[config.mk]
export PLATFORM = sky130hd
export DESIGN_NAME = cic_decim_ctrl
export DESIGN_NICKNAME = d
export VERILOG_FILES = /design/src/rtl/cic_decim_ctrl.sv
export SDC_FILE = /design/constraint.sdc
export NUM_CORES = 1
export LEC_CHECK = 0
export CORE_MARGIN = 8
export CORE_UTILIZATION = 54
export DETAILED_ROUTE_END_ITERATION = 6
export GPL_TIMING_DRIVEN = 0
export MAX_ROUTING_LAYER = met4
export PLACE_DENSITY = 0.82
export SLEW_MARGIN = 10
export SYNTH_ARGS = -nofsm -noshare
export SYNTH_HDL_FRONTEND = slang
export SYNTH_SLANG_ARGS = --single-unit
export TNS_END_PERCENT = 5
[constraint.sdc]
create_clock -name clk -period 3.3 [get_ports clk]
set_input_delay 0.33 -clock clk [delete_from_list [all_inputs] [get_ports clk]]
set_output_delay 0.33 -clock clk [all_outputs]
set_load 0.03 [all_outputs]
[src/rtl/cic_decim_ctrl.sv]
// cic_decim_ctrl: sequencing controller for a CIC decimator (integrator chain, rate-change sampler, comb chain).
// Latency: comb_en one cycle after the R-th accepted sample; out_valid one cycle after a RUN-state comb_en.
// Backpressure: in_ready drops on the last sample of a block while an earlier output is still unconsumed.
//
// Ports:
//   clk, rstn      - clock (posedge) and asynchronous active-low reset
//   run            - level enable; rising into IDLE starts, low returns to IDLE
//   cfg_rate       - decimation ratio R, latched on start (0 is rejected with cfg_err)
//   in_valid/in_ready, integ_en - upstream sample handshake and integrator enable
//   comb_en        - one-cycle comb chain strobe per R accepted samples
//   ovf_in/ovf_sticky - datapath overflow, sampled on comb strobes, held until next start
//   out_valid/out_ready - decimated output handshake
//   cfg_err        - one-cycle pulse per start attempt with cfg_rate == 0
// Optional build macro CIC_CTRL_STATS_EN adds saturating out_count / drop_count outputs.
module cic_decim_ctrl #(
  parameter int RATE_W = 8,
  parameter int WARMUP = 3
) (
  input  logic              clk,
  input  logic              rstn,
  input  logic              run,
  input  logic [RATE_W-1:0] cfg_rate,
  input  logic              in_valid,
  output logic              in_ready,
  output logic              integ_en,
  output logic              comb_en,
  input  logic              ovf_in,
  output logic              out_valid,
  input  logic              out_ready,
  output logic              ovf_sticky,
  output logic              cfg_err
`ifdef CIC_CTRL_STATS_EN
  ,
  output logic [15:0]       out_count,
  output logic [15:0]       drop_count
`endif
);

  typedef enum logic [1:0] {
    ST_IDLE   = 2'd0,
    ST_WARMUP = 2'd1,
    ST_RUN    = 2'd2
  } state_t;

  // warm_cnt only needs to reach WARMUP-1; the RUN transition replaces the final increment.
  localparam int WC_W = (WARMUP < 2) ? 1 : $clog2(WARMUP);
  localparam logic [WC_W-1:0] WARM_LAST = WC_W'((WARMUP > 0) ? (WARMUP - 1) : 0);

  state_t            state;
  logic [RATE_W-1:0] rate_q;
  logic [RATE_W-1:0] phase;
  logic [WC_W-1:0]   warm_cnt;
  logic [RATE_W-1:0] last_phase;
  logic              active;
  logic              blocked;

  assign last_phase = rate_q - RATE_W'(1);
  assign active     = (state == ST_WARMUP) || (state == ST_RUN);
  // Holding off the block-closing sample guarantees the comb output register
  // is never reloaded while its previous value is still waiting downstream.
  assign blocked    = (phase == last_phase) && out_valid && !out_ready;
  assign in_ready   = active && !blocked;
  assign integ_en   = in_valid && in_ready;

  always_ff @(posedge clk or negedge rstn) begin
    if (!rstn) begin
      state      <= ST_IDLE;
      rate_q     <= '0;
      phase      <= '0;
      warm_cnt   <= '0;
      comb_en    <= 1'b0;
      out_valid  <= 1'b0;
      ovf_sticky <= 1'b0;
      cfg_err    <= 1'b0;
    end else begin
      comb_en <= 1'b0;
      cfg_err <= 1'b0;
      case (state)
        ST_IDLE: begin
          if (run) begin
            if (cfg_rate != '0) begin
              rate_q     <= cfg_rate;
              phase      <= '0;
              warm_cnt   <= '0;
              ovf_sticky <= 1'b0;
              out_valid  <= 1'b0;
              state      <= (WARMUP == 0) ? ST_RUN : ST_WARMUP;
            end else begin
              cfg_err <= 1'b1;
            end
          end
        end
        ST_WARMUP, ST_RUN: begin
          if (!run) begin
            // Stop: drop any pending output and partial block; comb_en stays at its 0 default.
            state     <= ST_IDLE;
            phase     <= '0;
            warm_cnt  <= '0;
            out_valid <= 1'b0;
          end else begin
            if (integ_en) begin
              if (phase == last_phase) begin
                phase   <= '0;
                comb_en <= 1'b1;
              end else begin
                phase <= phase + RATE_W'(1);
              end
            end
            if (state == ST_WARMUP) begin
              // Strobes here only fill the comb delay lines; their outputs are discarded.
              if (comb_en) begin
                if (warm_cnt == WARM_LAST) begin
                  state <= ST_RUN;
                end else begin
                  warm_cnt <= warm_cnt + WC_W'(1);
                end
              end
            end else begin
              // A new comb result wins over a same-cycle consume.
              if (comb_en) begin
                out_valid <= 1'b1;
              end else if (out_ready) begin
                out_valid <= 1'b0;
              end
            end
          end
          if (comb_en && ovf_in) begin
            ovf_sticky <= 1'b1;
          end
        end
        default: begin
          state <= ST_IDLE;
        end
      endcase
    end
  end

`ifdef CIC_CTRL_STATS_EN
  logic start_ok;
  assign start_ok = (state == ST_IDLE) && run && (cfg_rate != '0);

  always_ff @(posedge clk or negedge rstn) begin
    if (!rstn) begin
      out_count  <= '0;
      drop_count <= '0;
    end else begin
      if (start_ok) begin
        out_count <= '0;
      end else if (out_valid && out_ready && (out_count != 16'hFFFF)) begin
        out_count <= out_count + 16'd1;
      end
      if (active && in_valid && !in_ready && (drop_count != 16'hFFFF)) begin
        drop_count <= drop_count + 16'd1;
      end
    end
  end
`endif

endmodule

==> metrics.md <==
| Metric | Value |
|---|---|
| Post-DR vias/cell | `6.10` |
| Number of inserted filler cells in the final layout | `231` |
| Number of port buffers | `19` |
| Antenna Nets Post-Route | `0` |
| Global-route congestion overflow total | `0` |
| Clock latency reported for the late side of the worst-skew pair | `0.31 ns` |
| Highest achievable clock rate | `317 MHz` |
| Number of top-level pins | `20` |
| Leak Pwr | `0.783 nW` |
| Growth of design area from synthesis to finish | `16.9%` |
| Final estimated routing congestion in global placement | `0.852` |
| Count of cell types in the netlist | `39` |
| Number of max-cap violations | `0` |
| Setup violation total in the final timing report | `0` |
| Worst clock skew | `0.00167 ns` |
| Count of hold buffers inserted by post-cts repair | `0` |
| RSZ-0062 raised after global routing | `false` |
| Relative max-transition margin | `25.8%` |
| Post-synth EDFFs | `0` |
| Net count reported at finish | `199` |
| TritonCTS clock tree | `done` |
| Setup total negative slack | `0 ns` |
| Final Cycle Share | `95.7%` |
| Synth async-reset ratio | `100%` |
| Worst R2R Start | `rate_q[0]` |
| Shortest clock period the worst path allows after layout | `3.16 ns` |
| Worst setup SP type | `flop` |
| Pin count of the biggest net entering global routing | `25` |
| Number of endpoints with negative hold slack in the final report | `0` |
| Vias in the first global route | `1344` |
| Clock sink count | `24` |
| Number of search-and-repair iterations in the first detailed-routing pass | `4` |
| Arrival time at the worst endpoint | `2.83 ns` |
| Number of antenna violations at the first check in global routing | `0` |
| Syn_nets | `175` |
| Overall die width | `67.8 um` |
| Worst slack on hold paths | `0.513 ns` |
| Via count | `1274` |
| Total routed wirelength | `3.31 mm` |
| Number of warning messages in the yosys log | `0` |
| Worst vdd rail ir drop | `0.000582 V` |
| Critical path fanouts, max | `4` |
| Layout cell share with drive strength beyond 1 | `11.2%` |
| Clock root buffer | `sky130_fd_sc_hd__clkbuf_4` |
| Type of the worst setup path | `flop to output pin` |
| Flops & latches, synth | `24` |
| Endpoint class of the critical path | `output pin` |
| Sequential element share of the synthesized area | `41.4%` |
| Initial cell density of the core | `54.5%` |
| Number of gates resized after cts | `3` |
| Status | `finished clean` |
| Half-perimeter wire length of the detailed placement result | `2.51 mm` |
| Utilization of the core after routing | `63.7%` |
| Overall routing resource usage | `16.2%` |
| Drt drc | `0` |
| Initial DRC count | `77` |
| Total area of multi-input combinational cells | `810 um2` |
| Number of antenna cells inserted | `0` |
| Post-CTS Setup Repair Bufs | `0` |
| DIE HEIGHT | `67.8 um` |
| Slew at the pin closest to its max-slew limit | `1.11 ns` |
| Gate count after technology mapping | `156` |
| Tot Pwr | `0.00119 W` |
| Row Count | `19` |
| Total clock buffers created by CTS | `3` |
| Required time of the critical path | `2.97 ns` |
| Avg WL per Cell | `15.8 um` |
| Number of max-slew violations in the final report | `0` |
| Clock transition at the register clock pins on the worst setup and hold paths after CTS | `0.12 ns` |
| Area of the core region | `2660 um2` |
| Hold Startpoint | `warm_cnt[1]` |
| H-tree depth | `1` |
| Number of buffers between clock root and the deepest sink | `2` |
| Per-instance average area after synthesis | `9.30 um2` |
| Most used DFF post-synth | `sky130_fd_sc_hd__dfrtp_1` |
| Area of the die | `4600 um2` |
| Global-route wire length before repair | `5.68 mm` |
| Tightest Hold Check Type | `flop to flop` |
| Critical Path Start | `rate_q[0]` |
| Areal power density over the cells | `699 nW/um2` |
| Area of the mapped netlist | `1450 um2` |
| Sequential cell area in the final layout | `601 um2` |
layer usage:
metal / wire (um) / track usage, %
met4: 40 / 5.88
met1: 1440 / 18.1
met2: 1740 / 28.8
met3: 82 / 2.29
met5: 0 / -
cell type report:
cell class,count,area share [%]
Buffer,2,0.664
Clock buffer,3,1.33
Inverter,8,1.77
Multi-Input combinational cell,122,47.7
Sequential cell,24,35.4
Tap cell,31,2.29
Timing Repair Buffer,19,10.8
worst paths after layout:
path	endpoint	slack, ns	cells past startpoint
min reg2reg	warm_cnt[1]	0.51	2
max in group asynchronous	out_valid	2.04	1
max reg2reg	phase[4]	0.67	10
min	warm_cnt[1]	0.51	2
max	in_ready	0.14	9
min in group asynchronous	rate_q[5]	0.60	1
registers in the layout (all words and copies together) (netlist names):
name / flops
rate_q: 8
out_valid: 1
state: 2
comb_en: 1
cfg_err: 1
phase: 8
warm_cnt: 2
ovf_sticky: 1
logic make-up after synthesis:
group / after synthesis / synth area share (%)
AOI/OAI and AO/OA: 37 / 20.3
adders and majority gates: 5 / 4.31
muxes: 1 / 0.776
DFF: 24 / 41.4
xor gates and xnor gates: 9 / 5.43
buffers and inverters: 10 / 2.84
and+or+nand+nor: 70 / 25.0
cells in the final DEF, fill, tap and decap left out, types with 2 or more instances in the layout:
cell type                         instances
sky130_fd_sc_hd__and3_2                   2
sky130_fd_sc_hd__or4_4                    4
sky130_fd_sc_hd__inv_1                    8
sky130_fd_sc_hd__a22o_2                   2
sky130_fd_sc_hd__o211ai_1                 2
sky130_fd_sc_hd__o21ai_0                 11
sky130_fd_sc_hd__xnor2_1                  4
sky130_fd_sc_hd__xor2_1                   5
sky130_fd_sc_hd__nand3_1                  7
sky130_fd_sc_hd__nor3_1                   6
sky130_fd_sc_hd__clkbuf_4                 3
sky130_fd_sc_hd__a211o_1                  2
sky130_fd_sc_hd__and2_1                   2
sky130_fd_sc_hd__a32o_1                   2
sky130_fd_sc_hd__ha_1                     5
sky130_fd_sc_hd__and3_1                   5
sky130_fd_sc_hd__nor2_1                  12
sky130_fd_sc_hd__dfrtp_1                 24
sky130_fd_sc_hd__a31oi_1                  2
sky130_fd_sc_hd__or2_2                    2
sky130_fd_sc_hd__clkdlybuf4s50_1         17
sky130_fd_sc_hd__a221o_1                  4
sky130_fd_sc_hd__a21oi_1                  3
sky130_fd_sc_hd__o21a_1                   2
sky130_fd_sc_hd__nand2_1                 24
where the power goes:
part,switching (W),leakage (nW),internal [W]
sequential,0.0000769,0.319,0.000360
clock,0.0000830,0.0138,0.0000426
combinational,0.000369,0.450,0.000255
through the flow:
stage	setup WS (ns)	instances	area, um2
detailed placement	0.127	206	1680
global placement	0.149	206	1680
floorplan	0.567	156	1450
finish	0.141	209	1700
global route	0.00849	209	1700
CTS	0.00376	209	1700
synth_stat cells (all sizes together) (2+ instances only):
cell,n,share of area [%]
dfrtp,24,41
a221o,4,2.8
a211o,3,1.9
o21a,2,1.0
and2,2,0.86
a21oi,3,1.0
and3,7,3.2
nor3,6,2.1
nand3,7,2.4
a32o,2,1.4
o211ai,3,2.5
xor2,5,3.0
o21ai,12,4.4
a31oi,2,0.86
ha,5,4.3
or4,4,3.1
nand2,24,6.2
inv,8,2.1
xnor2,4,2.4
or2,2,0.86
a22o,2,1.4
nor2,12,3.1
critical path, stage by stage, from the launching register on:
cell and delay, ns:
sky130_fd_sc_hd__dfrtp_1 0.43, sky130_fd_sc_hd__inv_1 0.08, sky130_fd_sc_hd__ha_1 0.24, sky130_fd_sc_hd__xor2_1 0.17, sky130_fd_sc_hd__a21oi_1 0.13, sky130_fd_sc_hd__a41oi_1 0.06
sky130_fd_sc_hd__or4_4 0.58, sky130_fd_sc_hd__or2_2 0.31, sky130_fd_sc_hd__o21a_1 0.18, sky130_fd_sc_hd__dlygate4sd2_1 0.35
Power figures use the tool's default switching activity.
